[src/rtl/keypad_matrix_scanner_pkg.sv]
// Shared types, constants and bit-map helpers for the 4x4 keypad matrix scanner.
package keypad_matrix_scanner_pkg;

   typedef enum logic [1:0] {
      IDLE     = 2'd0,
      DEBOUNCE = 2'd1,
      PRESSED  = 2'd2,
      RELEASE  = 2'd3
   } state_e;

   localparam int          NUM_ROWS = 4;
   localparam int          NUM_COLS = 4;
   localparam logic [15:0] KEY_NONE = 16'h0000;
   localparam logic [3:0]  ROW_INIT = 4'b1110;

   function automatic logic [4:0] popcount16(input logic [15:0] v);
      logic [4:0] n;
      n = 5'd0;
      for (int i = 0; i < 16; i++) n = n + 5'(v[i]);
      return n;
   endfunction

   // Index of the highest set bit; only meaningful when exactly one bit is set.
   function automatic logic [3:0] onehot_index(input logic [15:0] v);
      logic [3:0] idx;
      idx = 4'd0;
      for (int i = 0; i < 16; i++) if (v[i]) idx = i[3:0];
      return idx;
   endfunction

endpackage

[src/rtl/keypad_matrix_scanner_if.sv]
// Keypad pin and decoded key-code bundle between the scanner and its neighbours.
interface keypad_matrix_scanner_if;
   logic [3:0]  col_in;
   logic [3:0]  row_out;
   logic [15:0] onehot;
   logic [3:0]  key_code;
   logic        key_valid;

   modport master (
      input  col_in,
      output row_out,
      output onehot,
      output key_code,
      output key_valid
   );

   modport slave (
      output col_in,
      input  row_out,
      input  onehot,
      input  key_code,
      input  key_valid
   );
endinterface

[src/rtl/keypad_matrix_scanner_col_sync.sv]
// Two-flop synchroniser for the asynchronous keypad column inputs (idle level = all ones).
module keypad_matrix_scanner_col_sync (
   input  logic       clk,
   input  logic       rst_n,
   input  logic [3:0] i_col,
   output logic [3:0] o_col
);

   logic [3:0] r_meta;
   logic [3:0] r_sync;

   always_ff @(posedge clk or negedge rst_n) begin
      if (!rst_n) begin
         r_meta <= 4'b1111;
         r_sync <= 4'b1111;
      end else begin
         r_meta <= i_col;
         r_sync <= r_meta;
      end
   end

   assign o_col = r_sync;

endmodule

[src/rtl/keypad_matrix_scanner.sv]
// 4x4 keypad scanner: row strobing, per-frame key map, debounce FSM and multi-key rejection.
module keypad_matrix_scanner
   import keypad_matrix_scanner_pkg::*;
#(
   parameter int SCAN_DIV        = 50000,
   parameter int DEBOUNCE_FRAMES = 20
) (
   input logic                     clk,
   input logic                     rst_n,
   keypad_matrix_scanner_if.master kp
);

   localparam int             DW         = (SCAN_DIV > 1) ? $clog2(SCAN_DIV) : 1;
   localparam int             CW         = $clog2(DEBOUNCE_FRAMES + 1);
   localparam logic [DW-1:0]  DWELL_LAST = DW'(SCAN_DIV - 1);
   localparam logic [CW-1:0]  CNT_TARGET = CW'(DEBOUNCE_FRAMES);
   localparam logic [CW-1:0]  CNT_MAX    = '1;

   logic [NUM_COLS-1:0] w_col_sync;
   logic [DW-1:0]       r_dwell;
   logic [3:0]          r_row;
   logic [1:0]          r_row_idx;
   logic [15:0]         r_raw;
   logic                w_tick;
   logic                w_frame_end;
   logic [15:0]         w_row_bits;
   logic [15:0]         w_frame;
   logic                w_single;
   logic [3:0]          w_index;

   state_e              r_state, w_state_nxt;
   logic [15:0]         r_cand, w_cand_nxt;
   logic [CW-1:0]       r_cnt, w_cnt_nxt, w_cnt_inc;
   logic [15:0]         r_onehot, w_onehot_nxt;
   logic [3:0]          r_key_code, w_code_nxt;
   logic                r_key_valid, w_valid_nxt;

   keypad_matrix_scanner_col_sync u_col_sync (
      .clk   (clk),
      .rst_n (rst_n),
      .i_col (kp.col_in),
      .o_col (w_col_sync)
   );

   assign w_tick      = (r_dwell == DWELL_LAST);
   assign w_frame_end = w_tick && (r_row_idx == 2'(NUM_ROWS - 1));

   always_ff @(posedge clk or negedge rst_n) begin
      if (!rst_n) begin
         r_dwell   <= '0;
         r_row     <= ROW_INIT;
         r_row_idx <= 2'd0;
      end else if (w_tick) begin
         r_dwell   <= '0;
         r_row     <= {r_row[2:0], r_row[3]};
         r_row_idx <= r_row_idx + 2'd1;
      end else begin
         r_dwell   <= r_dwell + 1'b1;
      end
   end

   // Columns are active-low; the frame seen at frame_end already includes the last row.
   assign w_row_bits = {12'b0, ~w_col_sync} << {r_row_idx, 2'b00};
   assign w_frame    = r_raw | w_row_bits;
   assign w_single   = (popcount16(w_frame) == 5'd1);
   assign w_index    = onehot_index(w_frame);

   always_ff @(posedge clk or negedge rst_n) begin
      if (!rst_n)           r_raw <= KEY_NONE;
      else if (w_frame_end) r_raw <= KEY_NONE;
      else if (w_tick)      r_raw <= w_frame;
   end

   assign w_cnt_inc = (r_cnt == CNT_MAX) ? r_cnt : r_cnt + 1'b1;

   always_comb begin
      w_state_nxt  = r_state;
      w_cand_nxt   = r_cand;
      w_cnt_nxt    = r_cnt;
      w_onehot_nxt = r_onehot;
      w_code_nxt   = r_key_code;
      w_valid_nxt  = 1'b0;
      if (w_frame_end) begin
         case (r_state)
            IDLE: begin
               if (w_single) begin
                  w_state_nxt = DEBOUNCE;
                  w_cand_nxt  = w_frame;
                  w_cnt_nxt   = CW'(1);
               end
            end
            DEBOUNCE: begin
               if (w_frame == r_cand) begin
                  w_cnt_nxt = w_cnt_inc;
                  if (w_cnt_inc >= CNT_TARGET) begin
                     w_state_nxt  = PRESSED;
                     w_onehot_nxt = r_cand;
                     w_code_nxt   = w_index;
                     w_valid_nxt  = 1'b1;
                     w_cnt_nxt    = '0;
                  end
               end else begin
                  w_state_nxt = IDLE;
                  w_cnt_nxt   = '0;
               end
            end
            PRESSED: begin
               // Extra keys on top of the held one are deliberately ignored.
               if (w_frame == KEY_NONE) begin
                  w_state_nxt = RELEASE;
                  w_cnt_nxt   = CW'(1);
               end
            end
            RELEASE: begin
               if (w_frame == KEY_NONE) begin
                  w_cnt_nxt = w_cnt_inc;
                  if (w_cnt_inc >= CNT_TARGET) begin
                     w_state_nxt  = IDLE;
                     w_onehot_nxt = KEY_NONE;
                     w_cnt_nxt    = '0;
                  end
               end else begin
                  w_state_nxt = PRESSED;
                  w_cnt_nxt   = '0;
               end
            end
            default: w_state_nxt = IDLE;
         endcase
      end
   end

   always_ff @(posedge clk or negedge rst_n) begin
      if (!rst_n) begin
         r_state     <= IDLE;
         r_cand      <= KEY_NONE;
         r_cnt       <= '0;
         r_onehot    <= KEY_NONE;
         r_key_code  <= 4'd0;
         r_key_valid <= 1'b0;
      end else begin
         r_state     <= w_state_nxt;
         r_cand      <= w_cand_nxt;
         r_cnt       <= w_cnt_nxt;
         r_onehot    <= w_onehot_nxt;
         r_key_code  <= w_code_nxt;
         r_key_valid <= w_valid_nxt;
      end
   end

   assign kp.row_out   = r_row;
   assign kp.onehot    = r_onehot;
   assign kp.key_code  = r_key_code;
   assign kp.key_valid = r_key_valid;

endmodule

[src/flat_wrapper.sv]
// flat-port wrapper written by rule: the top's interface ports become plain ports
module keypad_matrix_scanner_flat import keypad_matrix_scanner_pkg::*;
#(
   parameter int SCAN_DIV        = 50000,
   parameter int DEBOUNCE_FRAMES = 20
)
  (clk, rst_n, kp_col_in, kp_row_out, kp_onehot, kp_key_code, kp_key_valid);
  keypad_matrix_scanner_if kp_i ();
  input logic clk;
  input logic rst_n;
  input wire logic [$bits(kp_i.col_in)-1:0] kp_col_in;
  output wire logic [$bits(kp_i.row_out)-1:0] kp_row_out;
  output wire logic [$bits(kp_i.onehot)-1:0] kp_onehot;
  output wire logic [$bits(kp_i.key_code)-1:0] kp_key_code;
  output wire logic [$bits(kp_i.key_valid)-1:0] kp_key_valid;
  assign kp_i.col_in = kp_col_in;
  assign kp_row_out = kp_i.row_out;
  assign kp_onehot = kp_i.onehot;
  assign kp_key_code = kp_i.key_code;
  assign kp_key_valid = kp_i.key_valid;
  keypad_matrix_scanner #(.SCAN_DIV(SCAN_DIV), .DEBOUNCE_FRAMES(DEBOUNCE_FRAMES)) u_core (.clk(clk), .rst_n(rst_n), .kp(kp_i));
endmodule
[config.mk]
export PLATFORM = sky130hd
export DESIGN_NAME = keypad_matrix_scanner_flat
export DESIGN_NICKNAME = d
export VERILOG_FILES = /design/src/rtl/keypad_matrix_scanner_pkg.sv /design/src/rtl/keypad_matrix_scanner_if.sv /design/src/rtl/keypad_matrix_scanner_col_sync.sv /design/src/rtl/keypad_matrix_scanner.sv /design/src/flat_wrapper.sv
export SDC_FILE = /design/constraint.sdc
export NUM_CORES = 1
export LEC_CHECK = 0
export BUFFER_PORTS_ARGS = -buffer_cell sky130_fd_sc_hd__buf_2
export CORE_ASPECT_RATIO = 0.6
export CORE_MARGIN = 4
export CORE_UTILIZATION = 55
export DETAILED_ROUTE_END_ITERATION = 6
export PLACE_DENSITY = 0.72
export SKIP_LAST_GASP = 1
export SLEW_MARGIN = 20
export SYNTH_ARGS = -nofsm -noshare
export SYNTH_HDL_FRONTEND = slang
export SYNTH_HIERARCHICAL = 1
export SYNTH_SLANG_ARGS = --single-unit
[constraint.sdc]
create_clock -name clk -period 5.5 [get_ports clk]
set_input_delay 0.275 -clock clk [delete_from_list [all_inputs] [get_ports clk]]
set_output_delay 0.275 -clock clk [all_outputs]
set_load 0.02 [all_outputs]
==> flow_summary.yaml, run 1 <==
synth:
  synth_edf_count: 0
  synth_fa_ha_area_frac: 0.0651
  yosysWarnings: 6
  syn_nets: 525
  synth_most_common_cell: "dfrtp_1"
  synth_top_cell_by_area: "dfrtp_1"
  ys_ff_latch: 90
  synthXorXnorAreaFrac: 0.0346
  postSynthAreaPerCell_um2: 9.61
  synthArstFlopShare: 1.00
  synth_top_area_frac: 0.412
  ys_seq_area_frac: 0.472
  yosys.area_share.simple: 0.210
  synth_area_um2: 4800
  synthMuxAreaShare: 0.0427
  synth_area_leaders: "dfrtp_1 41%, dfstp_2 6.0%, nand2_1 5.2%"
  synth_ff_type: "dfrtp_1"
  synthTopCellsByCount: "79 x dfrtp_1, 66 x nand2_1, 49 x nor2_1, 45 x inv_1, 33 x o21ai_0"
  yosysUniqueCellTypes: 63
  synth_top_family_by_area: "simple AND/OR/NAND/NOR gates"
  synth-compound-area-share: 0.120
  syn_inst: 500
cells_and_area:
  diodes: 0
  fill_cells: 692
  regArea_um2: 2270
  drive_gt1_frac: 0.165
  multi_input_area_um2: 2270
  final_area_um2: 5420
  fin_cells: 653
  final_nets: 561
  fin_util: 0.639
  synthToLayoutAreaGrowth_pct: 12.9
grt:
  antenna_found_initial: 0
  grt_pass1_wl_um: 18200
  first_global_vias: 3547
  grt_start_max_net_pins: 61
  grtUsageTotal: 0.230
  grt_overflow_total: 0
routing:
  routed_wl_um: 11100
  drc_errors: 0
  ant_nets: 0
  viasPerCell: 5.77
  dr_total_vias: 3768
  wl_per_cell_um: 16.9
  drtPass1Iterations: 6
  drt_iter0_markers: 305
floorplanning:
  die_y_um: 80.4
  std_cell_rows: 26
  dieArea_um2: 10300
  initial_core_util: 0.566
  pin_count: 31
  coreArea_um2: 8490
  fp.dieW_um: 129
pwr:
  total_power_mw: 1.39
  powerDensity_nw_per_um2: 256
  power_leakage_nw: 2.67
  max-vdd-ir-drop_mv: 0.149
run:
  cap_violations: 0
worst_setup_path:
  end_kind: "flip-flop"
  critPathMaxFanout: 32
  cp-start-kind: "flip-flop"
  arrival_ns: 5.34
  critical_path_required_ns: 5.71
  path_class: "flip-flop to flip-flop"
timing:
  setup_viol: 0
  setup_slack_ns: 0.365
  whs_ns: 0.0273
  rsz0062_at_grt: "false"
  worst_pin_slew_ns: 0.961
  clock_skew_ns: 0.00911
  max_freq_mhz: 195
  post-route-period-util: 0.934
  relSlewSlack: 0.359
  final.setup.tns_ns: 0
  finalHoldViolCount: 0
  slew_viol_final: 0
  post-route-min-period_ns: 5.13
clock_tree:
  numCtsBuffers: 9
  clk_pin_slew_ns: 0.07
  cts_sinks: 90
  clk_latency_ns: 0.35
  clk_path_buf_depth: 2
  cts_htree_levels: 3
  cts_tree: "yes"
  cts-root-buf: "clkbuf_16"
placed_design:
  dpl-instance-area_um2: 5080
  port_buffers: 30
  dp_cells: 636
  place_congestion: 0.986
  dp_hpwl_um: 8230
  place_ws_ns: 0.0929
outcome:
  status: "complete, no violations"
min_path:
  hp-class: "input port to flip-flop"
## power breakdown
group          switching [mW]  internal, mW
Sequential            0.00345         0.668
Combinational          0.0304        0.0146
Clock                   0.256         0.414
## final timing paths
check | startpoint | to | slack (ns) | cells after the start
max reg2reg | u_core/r_row_idx[1] | u_core/r_cand[2] | 0.37 | 15
min reg2reg | u_core/u_col_sync/r_meta[1] | u_core/u_col_sync/o_col[1] | 0.36 | 0
max in group asynchronous | rst_n | u_core/r_row_idx[0] | 3.98 | 3
max | u_core/r_row_idx[1] | u_core/r_cand[2] | 0.37 | 15
min in group asynchronous | rst_n | u_core/kp.onehot[0] | 0.40 | 2
min | kp_col_in[1] | u_core/u_col_sync/r_meta[1] | 0.03 | 1
## layout make-up
cell class                      instances  area share
Multi-Input combinational cell        348       0.420
Sequential cell                        90       0.418
Clock buffer                           11      0.0448
Timing Repair Buffer                   41      0.0438
Inverter                               46      0.0318
Tap cell                              112      0.0258
Clock inverter                          5      0.0159
## state kept, by name (all words and copies together) (netlist names)
| name | cells |
|---|---|
| u_core/r_raw | 16 |
| u_core/r_cnt | 5 |
| u_core/u_col_sync/o_col | 4 |
| u_core/r_dwell | 16 |
| u_core/kp.key_valid | 1 |
| u_core/kp.key_code | 4 |
| u_core/r_cand | 16 |
| u_core/u_col_sync/r_meta | 4 |
| u_core/r_state | 2 |
| u_core/kp.row_out | 4 |
| u_core/r_row_idx | 2 |
| u_core/kp.onehot | 16 |
## layout by cell type (no fill, tap or decap), types with 3 or more instances in the layout
cell,n
nor4_1,4
o21ai_0,33
a21o_1,3
nand4b_1,3
nor3b_1,5
xor2_1,5
mux2_2,4
o22ai_1,3
xnor2_1,14
or4_1,3
ha_1,9
a21oi_1,26
buf_2,29
dfrtp_1,78
or3_1,7
a211oi_1,3
nand2_1,66
and2_1,4
a31oi_1,4
clkbuf_16,9
nor2_1,49
inv_1,45
nand3_1,11
mux2i_1,16
nand4_1,9
dfstp_2,11
buf_4,11
fa_1,10
nor3_1,11
nor2b_1,4
## logic make-up (layout without fill, tap and decap cells)
kind of cell / count (synthesis) / count (layout)
DFF: 90 / 90
AOI/OAI and AO/OA: 92 / 92
and+or+nand+nor: 198 / 198
xor gates and xnor gates: 19 / 19
muxes: 20 / 20
adders and majority gates: 19 / 19
buffers and inverters: 62 / 103
## per-layer routing
layer  share of wire  wire (µm)  GRT usage
met4           0.010        116     0.0535
met1            0.50       5510      0.348
met2            0.42       4620      0.325
met3           0.072        801     0.0645
met5               0          0          0
## worst max-delay path, cell delays in order, from the launching register on
cell and delay [ns]:
dfrtp_1 0.49, buf_4 0.21, nor2b_1 0.14, a21oi_1 0.40, fa_1 0.49, fa_1 0.45
fa_1 0.49, inv_1 0.05, fa_1 0.44, ha_1 0.22, fa_1 0.43, nor4b_1 0.31
nand3_1 0.17, or3_4 0.49, nand2_1 0.11, o21ai_0 0.08
## timing repair
item	CTS	global route
hold buffers	1	0
hold endpoints to repair	30	0
resized for setup	0	2
endpoints found under the setup margin	0	16
buffers inserted	0	0
(Power assumes the default switching activity.)
==> inputs of run 2 (changes only) <==
--- a/config.mk
+++ b/config.mk
@@ -10,7 +10,7 @@
 export CORE_MARGIN = 4
 export CORE_UTILIZATION = 55
 export DETAILED_ROUTE_END_ITERATION = 6
-export PLACE_DENSITY = 0.72
+export PLACE_DENSITY = 0.84
 export SKIP_LAST_GASP = 1
 export SLEW_MARGIN = 20
 export SYNTH_ARGS = -nofsm -noshare
==> run 2 against run 1 <==
Combinational power up 4%. Largest power group unchanged. Sequential share of layout area up 0.26 points. Critical path depth up 1. Wire length down 0.72%.
==> flow_summary.yaml, run 2 (synthesis results as in run 1) <==
outcome:
  status: "complete, no violations"
routing:
  drt_iter0_markers: 328
  wl_per_cell_um: 16.8
  dr_total_vias: 3770
  viasPerCell: 5.78
  drc_errors: 0
  ant_nets: 0
  drtPass1Iterations: 5
  routed_wl_um: 11000
grt:
  grt_start_max_net_pins: 88
  antenna_found_initial: 0
  grtUsageTotal: 0.232
  grt_overflow_total: 0
  grt_pass1_wl_um: 18200
  first_global_vias: 3640
floorplanning:
  dieArea_um2: 10300
  die_y_um: 80.4
  coreArea_um2: 8490
  pin_count: 31
  std_cell_rows: 26
  fp.dieW_um: 129
  initial_core_util: 0.566
worst_setup_path:
  end_kind: "flip-flop"
  path_class: "flip-flop to flip-flop"
  timing.rr.start: "u_core/u_col_sync/o_col[0]"
  arrival_ns: 5.46
  critPathMaxFanout: 32
  crit_path_start: "u_core/u_col_sync/o_col[0]"
  cp-start-kind: "flip-flop"
  cp-endpoint: "u_core/r_cand[10]"
  timing.rr.end: "u_core/r_cand[10]"
  worstRegToRegCells: 16
  critical_path_required_ns: 5.71
  ff2ff_setup_slack_ns: 0.25
clock_tree:
  clk_pin_slew_ns: 0.06
  cts_tree: "yes"
  cts_htree_levels: 3
  clk_path_buf_depth: 2
  postCtsSetupRepairBufs: 0
  cts_sinks: 90
  clk_latency_ns: 0.35
  cts-root-buf: "clkbuf_16"
  numCtsBuffers: 9
pwr:
  max-vdd-ir-drop_mv: 0.183
  powerDensity_nw_per_um2: 245
  power_leakage_nw: 2.65
timing:
  post-route-min-period_ns: 5.25
  finalHoldViolCount: 0
  clock_skew_ns: 0.00574
  setup_slack_ns: 0.246
  worst_pin_slew_ns: 0.893
  setup_viol: 0
  post-route-period-util: 0.955
  max_freq_mhz: 190
  slew_viol_final: 0
  relSlewSlack: 0.405
placed_design:
  dp_hpwl_um: 8280
  place_ws_ns: -0.0738
  dpl-instance-area_um2: 5070
  port_buffers: 30
  place_congestion: 1.03
cells_and_area:
  fin_util: 0.635
  final_common_cell: "dfrtp_1"
  diodes: 0
  final_area_um2: 5390
  layout_common_cells: "77 x dfrtp_1, 66 x nand2_1, 49 x nor2_1"
  final_nets: 560
  synthToLayoutAreaGrowth_pct: 12.2
  drive_gt1_frac: 0.169
run:
  cap_violations: 0
min_path:
  hp-class: "input port to flip-flop"
  hold_depth: 1
==> run 2: worst min-delay path by stage <==
stage,start,to,slack [ns]
2_1_floorplan,rst_n,u_core/kp.key_code[0],-0.02
3_3_place_gp,rst_n,u_core/kp.onehot[9],0.07
3_5_place_dp,rst_n,u_core/kp.onehot[9],0.07
4_1_cts,kp_col_in[0],u_core/u_col_sync/r_meta[0],0.009
5_1_grt,kp_col_in[0],u_core/u_col_sync/r_meta[0],0.006
6_report,kp_col_in[2],u_core/u_col_sync/r_meta[2],0.02
==> run 2: metrics by stage <==
stage	hold slack (ns)	power, mW	setup TNS [ns]	cells
2_1_floorplan	-0.0206	0.704	0	500
3_3_place_gp	0.0686	0.726	0	635
3_5_place_dp	0.0712	0.729	-0.415	635
4_1_cts	0.00887	1.33	0	652
5_1_grt	0.00574	1.37	-0.00531	652
6_report	0.0235	1.32	0	652
==> run 2: timing repair <==
action                                 4_1_cts  5_1_grt
endpoints found under the hold margin        3        0
hold buffers                                 1        0
setup endpoints to repair                   16       16
pin swaps                                    0        0
gates resized for setup                      1        3
==> run 2: report_power, final <==
| group | total, mW | switching (mW) | internal [mW] |
|---|---|---|---|
| registers | 0.671 | 0.00342 | 0.667 |
| logic | 0.0466 | 0.0312 | 0.0154 |
| clock network | 0.602 | 0.265 | 0.337 |
==> run 2: metal layers <==
metal  share of wire  vias to the layer above  wire, µm  global-route usage
met5               0                        -         0                   0
li1                -                     1789         -                   -
met4           0.010                        0       115              0.0566
met1            0.46                     1826      5010               0.322
met2            0.41                      143      4530               0.324
met3            0.12                       12      1320               0.112
==> run 2: critical path, cell delays in order (launching register included) <==
cell     delay [ns]
dfstp_2        0.60
nor3_2         0.09
nor2_1         0.29
inv_1          0.13
fa_1           0.59
inv_1          0.08
fa_1           0.48
fa_1           0.53
inv_1          0.06
fa_1           0.44
ha_1           0.23
fa_1           0.43
nor4b_1        0.30
nand3_1        0.16
or3_4          0.49
nand2_1        0.12
o21ai_0        0.10
==> run 2: cell type report <==
type                    instances  area (µm²)
multi-input cells             348        2280
well taps                     112         140
flip-flops and latches         90        2270
fillers                       686        3100
clock buffers                  10         250
clock inverters                 6        46.3
repair buffers                 40         234
inverters                      46         173
==> inputs of run 3 (changes only) <==
--- a/config.mk
+++ b/config.mk
@@ -10,6 +10,7 @@
 export CORE_MARGIN = 4
 export CORE_UTILIZATION = 55
 export DETAILED_ROUTE_END_ITERATION = 6
+export MAX_ROUTING_LAYER = met4
 export PLACE_DENSITY = 0.84
 export SKIP_LAST_GASP = 1
 export SLEW_MARGIN = 20
==> run 3 against run 2 <==
Hold slack lost 0.0034 ns. First-iteration DRC count grew 9.8%. Core utilization grew 0.088 points. Non-clock buffer count is the same. Clock power grew 3%. Critical endpoint unchanged. Largest cell class unchanged.
==> flow_summary.yaml, run 3 (synthesis results as in run 1) <==
outcome:
  status: "complete, no violations"
worst_setup_path:
  critical_path_required_ns: 5.71
  cp-start-kind: "flip-flop"
  crit_path_start: "u_core/r_row_idx[1]"
  path_cells: "nor3b_1 > nor2_1 > inv_1 > fa_1 > inv_1 > fa_1 > fa_1 > inv_1 > fa_1 > ha_1 > fa_1 > nor4b_1 > nand3_1 > or3_4 > nand2_1 > o21ai_0"
  slowest_delay_ns: 0.53
  critPathMaxFanout: 32
  arrival_ns: 5.44
  cp_num_buf_inv: 3
  timing.rr.start: "u_core/r_row_idx[1]"
  path_class: "flip-flop to flip-flop"
  end_kind: "flip-flop"
  critPathTopFamily: "adder cells"
  cp_slowest_cell: "fa_1"
  crit_top_cell: "fa_1"
routing:
  dr_total_vias: 3820
  drtPass1Iterations: 6
  ant_nets: 0
  drc_errors: 0
  routed_wl_um: 11200
  viasPerCell: 5.86
  wl_per_cell_um: 17.2
  drt_iter0_markers: 360
cells_and_area:
  final_common_cell: "dfrtp_1"
  drive_gt1_frac: 0.172
  multi_input_area_um2: 2280
  synthToLayoutAreaGrowth_pct: 12.4
  diodes: 0
  final_nets: 560
  layout_common_cells: "77 x dfrtp_1, 66 x nand2_1, 48 x nor2_1"
  fill_cells: 684
  regArea_um2: 2270
clock_tree:
  cts-root-buf: "clkbuf_16"
  cts_tree: "yes"
  numCtsBuffers: 9
  cts_htree_levels: 3
  cts_sinks: 90
  clk_path_buf_depth: 2
  postCtsSetupRepairBufs: 0
  clk_pin_slew_ns: 0.07
  clk_latency_ns: 0.35
grt:
  grt_overflow_total: 0
  grt_start_max_net_pins: 58
  antenna_found_initial: 0
  grt_pass1_wl_um: 18600
  grtUsageTotal: 0.242
  first_global_vias: 3702
run:
  cap_violations: 0
floorplanning:
  coreArea_um2: 8490
  pin_count: 31
  initial_core_util: 0.566
  fp.dieW_um: 129
  dieArea_um2: 10300
  std_cell_rows: 26
  die_y_um: 80.4
pwr:
  max-vdd-ir-drop_mv: 0.179
  power_leakage_nw: 2.66
  powerDensity_nw_per_um2: 248
timing:
  post-route-period-util: 0.950
  max_freq_mhz: 191
  setup_viol: 0
  whs_ns: 0.0202
  worst_pin_slew_ns: 0.885
  clock_skew_ns: 0.00632
  post-route-min-period_ns: 5.23
  rsz0062_at_grt: "false"
  final.setup.tns_ns: 0
  relSlewSlack: 0.406
  finalHoldViolCount: 0
  slew_viol_final: 0
placed_design:
  place_congestion: 1.00
  port_buffers: 30
  dp_hpwl_um: 8390
min_path:
  hp-class: "input port to flip-flop"
  holdCritStartpoint: "kp_col_in[3]"
-- run 3: metrics by stage --
step                       util  area (µm²)  worst slack [ns]  power, mW  std cells
final                     0.636        5400             0.274       1.34        652
after global routing      0.636        5400            0.0314       1.39        652
after CTS                 0.634        5390            0.0728       1.35        652
after detailed placement  0.597        5070           -0.0191      0.728        635
after global placement    0.597        5070             0.159      0.726        635
after floorplan               -        4800             0.339      0.704        500
-- run 3: cell type report --
cell class                 instances  share of cell area
clock buffer                       9              0.0417
sequential                        90               0.420
inverter                          46              0.0320
multi-input combinational        348               0.423
tap                              112              0.0260
timing repair buffer              40              0.0426
clock inverter                     7              0.0144
-- run 3: path summary, 6_finish.rpt --
check,to,cells after the start,slack (ns)
max in group asynchronous,u_core/r_row_idx[0],3,3.99
min in group asynchronous,u_core/kp.onehot[13],2,0.42
max reg2reg,u_core/r_cand[10],16,0.27
min,u_core/u_col_sync/r_meta[3],1,0.02
max,u_core/r_cand[10],16,0.27
min reg2reg,u_core/u_col_sync/o_col[2],0,0.36
-- run 3: report_power, final --
group	switching, mW	internal [mW]
Sequential	0.00342	0.667
Combinational	0.0311	0.0147
Clock	0.265	0.356
-- run 3: timing repair --
item	in CTS	in global routing
setup endpoints to repair	16	16
endpoints found under the hold margin	33	0
gates resized for setup	2	4
hold buffers	1	0
pin swaps	0	0
-- run 3: per-layer routing --
layer	up-vias	GRT usage	share of wire
met3	17	0.0638	0.10
met5	-	-	0
met1	1850	0.343	0.45
met4	0	0.0692	0.010
li1	1775	-	-
met2	178	0.343	0.43
-- run 3: worst reg2reg max path: cells and delay by family, from the launching register on --
family                     cells  cell delay, ns
adders and majority gates      6            2.62
and+or+nand+nor                6            1.60
DFF                            1            0.50
buffers and inverters          3            0.27
AOI/OAI and AO/OA              1            0.09
